<file path="src/rtl/sbox_sweep_pkg.sv">
// sbox_sweep_pkg: shared widths, FSM states and counter types for the S-box sweep checker
package sbox_sweep_pkg;
  localparam int N = 6;
  localparam int SIZE = 1 << N;
  typedef enum logic [1:0] {IDLE, SWEEP, DONE} state_t;
  typedef logic [N-1:0] cnt_t;
  typedef logic [N:0] count_t;
endpackage

</file>
<file path="src/rtl/seen_bitmap.sv">
// seen_bitmap: one flag per S-box output value, cleared at sweep start and set as values appear
module seen_bitmap
  import sbox_sweep_pkg::*;
(
  input  logic clk,
  input  logic rst,
  input  logic clr,
  input  logic set,
  input  cnt_t idx,
  output logic hit
);
  logic [SIZE-1:0] bits;
  always_ff @(posedge clk) begin
    if (rst || clr) bits <= '0;
    else if (set) bits[idx] <= 1'b1;
  end
  assign hit = bits[idx];
endmodule

</file>
<file path="config.mk">
export PLATFORM = sky130hd
export DESIGN_NAME = seen_bitmap
export DESIGN_NICKNAME = d
export VERILOG_FILES = /design/src/rtl/sbox_sweep_pkg.sv /design/src/rtl/seen_bitmap.sv
export SDC_FILE = /design/constraint.sdc
export NUM_CORES = 1
export LEC_CHECK = 0
export CORE_ASPECT_RATIO = 1.2
export CORE_MARGIN = 1
export CORE_UTILIZATION = 35
export CTS_BUF_LIST = sky130_fd_sc_hd__clkbuf_16
export CTS_CLUSTER_DIAMETER = 40
export DETAILED_ROUTE_END_ITERATION = 7
export PLACE_DENSITY = 0.49
export SYNTH_ARGS = -nofsm -noshare
export SYNTH_HDL_FRONTEND = slang
export SYNTH_SLANG_ARGS = --single-unit
</file>
<file path="constraint.sdc">
create_clock -name clk -period 3.05 [get_ports clk]
set_input_delay 0.61 -clock clk [delete_from_list [all_inputs] [get_ports clk]]
set_output_delay 0.61 -clock clk [all_outputs]
set_load 0.02 [all_outputs]
</file>
==> run_summary.xml <==
<?xml version="1.0" encoding="UTF-8"?>
<metrics>
  <group name="run_status">
    <metric name="outcome" unit="">complete, no violations</metric>
  </group>
  <group name="yosys">
    <metric name="postSynthNetCount" unit="">304</metric>
    <metric name="count_of_state_elements_after_synthesis" unit="">64</metric>
    <metric name="post-synth-top-area-fraction" unit="%">48.1</metric>
    <metric name="netlist_instances" unit="">294</metric>
    <metric name="synthDominantAreaCellType" unit="">sky130_fd_sc_hd__dfxtp_1</metric>
    <metric name="syn_avg_cell_area" unit="µm²">9.06</metric>
    <metric name="synth.cell_area" unit="µm²">2660</metric>
    <metric name="synth-seq-area-share" unit="%">48.1</metric>
    <metric name="synth-warning-count" unit="">0</metric>
    <metric name="synth.lib_cells_used.distinct" unit="">35</metric>
    <metric name="synth.top_cells.by_area" unit="">sky130_fd_sc_hd__dfxtp_1 48%, sky130_fd_sc_hd__a21oi_1 11%, sky130_fd_sc_hd__nor2_1 10%</metric>
  </group>
  <group name="power">
    <metric name="power.sequential.fraction" unit="%">45.7</metric>
    <metric name="vdd_drop_max" unit="mV">0.263</metric>
    <metric name="power.net_switching" unit="mW">0.410</metric>
    <metric name="cell_internal_pwr" unit="mW">1.43</metric>
    <metric name="comb_power_share" unit="%">7.8</metric>
    <metric name="power.clock.fraction" unit="%">46.5</metric>
    <metric name="switching_share" unit="%">22.3</metric>
    <metric name="powerDensity" unit="nW/µm²">556</metric>
    <metric name="leakage" unit="nW">1.27</metric>
  </group>
  <group name="grt">
    <metric name="gr-usage-all-layers" unit="%">18.9</metric>
    <metric name="antenna_violations_before_repair" unit="">0</metric>
    <metric name="pin_count_of_the_biggest_net_entering_global_routing" unit="">38</metric>
    <metric name="wire_length_of_the_first_global_routing_pass" unit="µm">10900</metric>
    <metric name="via_count_of_the_first_global_routing_pass" unit="">2043</metric>
    <metric name="globalRouteOverflowTotal" unit="">0</metric>
  </group>
  <group name="finish">
    <metric name="most_common_cell_after_layout_fill_and_taps_aside" unit="">sky130_fd_sc_hd__nor2_1</metric>
    <metric name="reg.largest.list" unit="">bits (64)</metric>
    <metric name="post_route_cells_drive_above_1_share" unit="%">17.7</metric>
    <metric name="syn_to_final_growth" unit="%">24.2</metric>
    <metric name="nNetsFinal" unit="">334</metric>
    <metric name="largest_register_ff_count" unit="">64</metric>
    <metric name="diodes" unit="">0</metric>
    <metric name="fillers" unit="">734</metric>
    <metric name="regMostFlops" unit="">bits</metric>
    <metric name="layout.cells.most_common_list" unit="">73 x sky130_fd_sc_hd__nor2_1, 64 x sky130_fd_sc_hd__dfxtp_1, 58 x sky130_fd_sc_hd__a21oi_1, 28 x sky130_fd_sc_hd__buf_4, 9 x sky130_fd_sc_hd__clkbuf_16</metric>
  </group>
  <group name="critical_path">
    <metric name="critPathMaxFanout" unit="">4</metric>
    <metric name="required" unit="ns">2.44</metric>
    <metric name="endpoint_kind" unit="">output port</metric>
    <metric name="worst_setup_path_category" unit="">input port to output port</metric>
    <metric name="worst_ep_arrival_time" unit="ns">2.38</metric>
    <metric name="crit_path_start_kind" unit="">input port</metric>
  </group>
  <group name="detailed_routing">
    <metric name="route.antenna.remaining_nets" unit="">0</metric>
    <metric name="via_per_inst" unit="">5.20</metric>
    <metric name="remaining_drc_errors" unit="">0</metric>
    <metric name="routed_wirelength" unit="µm">6730</metric>
    <metric name="detailedRoute.firstPassIterationCount" unit="">4</metric>
    <metric name="routed_wire_length_per_instance" unit="µm">16.1</metric>
    <metric name="vias" unit="">2169</metric>
    <metric name="detailedRoute.firstIterationViolations" unit="">173</metric>
  </group>
  <group name="floorplan">
    <metric name="floorplan.die.height" unit="µm">97.5</metric>
    <metric name="initial_utilization" unit="%">36.4</metric>
    <metric name="ports" unit="">11</metric>
    <metric name="placeableCoreArea" unit="µm²">7320</metric>
    <metric name="die_width" unit="µm">81.6</metric>
    <metric name="floorplan.rows" unit="">34</metric>
    <metric name="die_area" unit="µm²">7960</metric>
  </group>
  <group name="sta">
    <metric name="totalNegativeSetupSlack" unit="ns">0</metric>
    <metric name="hold_slack" unit="ns">0.462</metric>
    <metric name="slew_violations" unit="">0</metric>
    <metric name="layout_min_cycle_time" unit="ns">2.99</metric>
    <metric name="achievable-frequency" unit="GHz">0.335</metric>
    <metric name="report.final.hold_viol_count" unit="">0</metric>
    <metric name="setup_violations" unit="">0</metric>
    <metric name="timing.max_slew.rel_slack" unit="%">41.9</metric>
    <metric name="actual_slew_at_the_worst_max_slew_pin" unit="ns">0.868</metric>
    <metric name="timing.clock.skew" unit="ns">0</metric>
    <metric name="min_period_over_period" unit="%">98.0</metric>
    <metric name="grt_setup_unrepaired" unit="">false</metric>
  </group>
  <group name="clock_tree">
    <metric name="cts_tree" unit="">yes</metric>
    <metric name="cts_hold_repair.buffers" unit="">0</metric>
    <metric name="clk_pin_slew_worst_paths" unit="ns">0.05</metric>
    <metric name="worst_skew_pair.late_latency" unit="ns">0.32</metric>
    <metric name="cts-buffers-inserted" unit="">9</metric>
    <metric name="clock_sink_count" unit="">64</metric>
    <metric name="clock_tree.buffer_depth" unit="">2</metric>
    <metric name="cts_root_buf" unit="">sky130_fd_sc_hd__clkbuf_16</metric>
    <metric name="cts_htree_levels" unit="">3</metric>
  </group>
  <group name="hold_path">
    <metric name="min_path_type" unit="">flop to flop</metric>
  </group>
  <group name="flow_run">
    <metric name="drv_cap" unit="">0</metric>
  </group>
  <group name="place">
    <metric name="dp_hpwl" unit="µm">4630</metric>
    <metric name="numPortBuffers" unit="">10</metric>
    <metric name="routabilityCongestion" unit="">0.751</metric>
  </group>
</metrics>
metrics by stage:
step	util (%)	area, µm²	worst slack [ns]	power, mW	cells
finish	45.2	3310	0.0613	1.84	417
global route	45.2	3310	0.000678	1.91	417
CTS	45.1	3300	0.0342	1.86	417
detailed placement	41.1	3010	-0.712	0.992	399
global placement	41.1	3010	-0.732	0.993	399
floorplan	-	2660	0.337	0.935	294
logic make-up after synthesis:
group	count (synthesis)	share of synthesized area (%)
flops	64	48.1
simple gates	106	17.5
compound gates	79	17.2
buf+inv	23	3.81
mux	22	13.3
area by class of cell:
| type | instances | area [µm²] | share of cell area, % |
|---|---|---|---|
| clock buffer | 9 | 225 | 6.81 |
| clock inverter | 5 | 20.0 | 0.606 |
| multi-input combinational | 207 | 1280 | 38.7 |
| sequential | 64 | 1280 | 38.8 |
| tap | 90 | 113 | 3.41 |
| timing repair buffer | 42 | 387 | 11.7 |
power by group through the flow:
stage / registers [mW] / clock network [mW] / logic, mW
final: 0.841 / 0.855 / 0.143
after floorplan: 0.857 / 0 / 0.0773
after detailed placement: 0.858 / 0 / 0.135
after CTS: 0.841 / 0.876 / 0.142
after global routing: 0.840 / 0.919 / 0.154
after global placement: 0.858 / 0 / 0.135
path summary, 6_finish.rpt:
path	start	endpoint	slack, ns	depth (start not counted)
worst max-delay path	idx[0]	hit	0.06	7
worst min register to register	bits[56]	bits[56]	0.46	2
worst min-delay path	bits[56]	bits[56]	0.46	2
worst max register to register	bits[43]	bits[43]	2.38	2
synthesized netlist by cell type:
cell type and number:
sky130_fd_sc_hd__nand2b_1 3, sky130_fd_sc_hd__buf_2 6, sky130_fd_sc_hd__mux4_2 5, sky130_fd_sc_hd__dfxtp_1 64, sky130_fd_sc_hd__a31oi_1 7, sky130_fd_sc_hd__a41oi_1 2
sky130_fd_sc_hd__o22ai_1 1, sky130_fd_sc_hd__nand4_1 1, sky130_fd_sc_hd__a2111oi_0 1, sky130_fd_sc_hd__a22oi_1 1, sky130_fd_sc_hd__nor3_1 2, sky130_fd_sc_hd__nand2_1 7
sky130_fd_sc_hd__o211a_1 1, sky130_fd_sc_hd__or2_2 1, sky130_fd_sc_hd__and3b_1 1, sky130_fd_sc_hd__clkbuf_1 13, sky130_fd_sc_hd__mux2_1 1, sky130_fd_sc_hd__nor3_2 1
sky130_fd_sc_hd__a21oi_1 58, sky130_fd_sc_hd__nor3b_1 4, sky130_fd_sc_hd__a221oi_2 1, sky130_fd_sc_hd__mux2i_1 7, sky130_fd_sc_hd__o21ai_0 1, sky130_fd_sc_hd__nor2_1 73
sky130_fd_sc_hd__a22o_1 1, sky130_fd_sc_hd__and3_1 2, sky130_fd_sc_hd__mux2_2 5, sky130_fd_sc_hd__mux4_1 4, sky130_fd_sc_hd__buf_1 3, sky130_fd_sc_hd__buf_6 1
sky130_fd_sc_hd__a221oi_1 3, sky130_fd_sc_hd__nor2b_1 7, sky130_fd_sc_hd__o31ai_1 1, sky130_fd_sc_hd__nand3_1 4, sky130_fd_sc_hd__o2111a_1 1
critical path: stages:
cell                        delay, ns
sky130_fd_sc_hd__clkbuf_4        0.15
sky130_fd_sc_hd__bufbuf_16       0.25
sky130_fd_sc_hd__mux4_1          0.53
sky130_fd_sc_hd__mux2_2          0.28
sky130_fd_sc_hd__a221oi_2        0.26
sky130_fd_sc_hd__nand4_1         0.11
sky130_fd_sc_hd__buf_4           0.18
routing by layer:
metal  global-route usage (%)  part of all wire (%)  vias to the layer above  routed length [µm]
li1                         -                     -                     1100                   -
met1                     25.6                    48                     1026                3220
met2                     28.0                    47                       35                3150
met3                     5.07                   3.5                        8                 238
met4                     7.83                   1.8                        0                 118
met5                        0                     0                        -                   0
timing repair:
| action | CTS | global route |
|---|---|---|
| gates resized for setup | 12 | 4 |
| buffers inserted | 3 | 0 |
| pin swaps | 1 | 1 |
| endpoints found under the setup margin | 1 | 1 |
| cloned | 1 | 0 |
No activity file was read; power rests on OpenSTA's default activity.
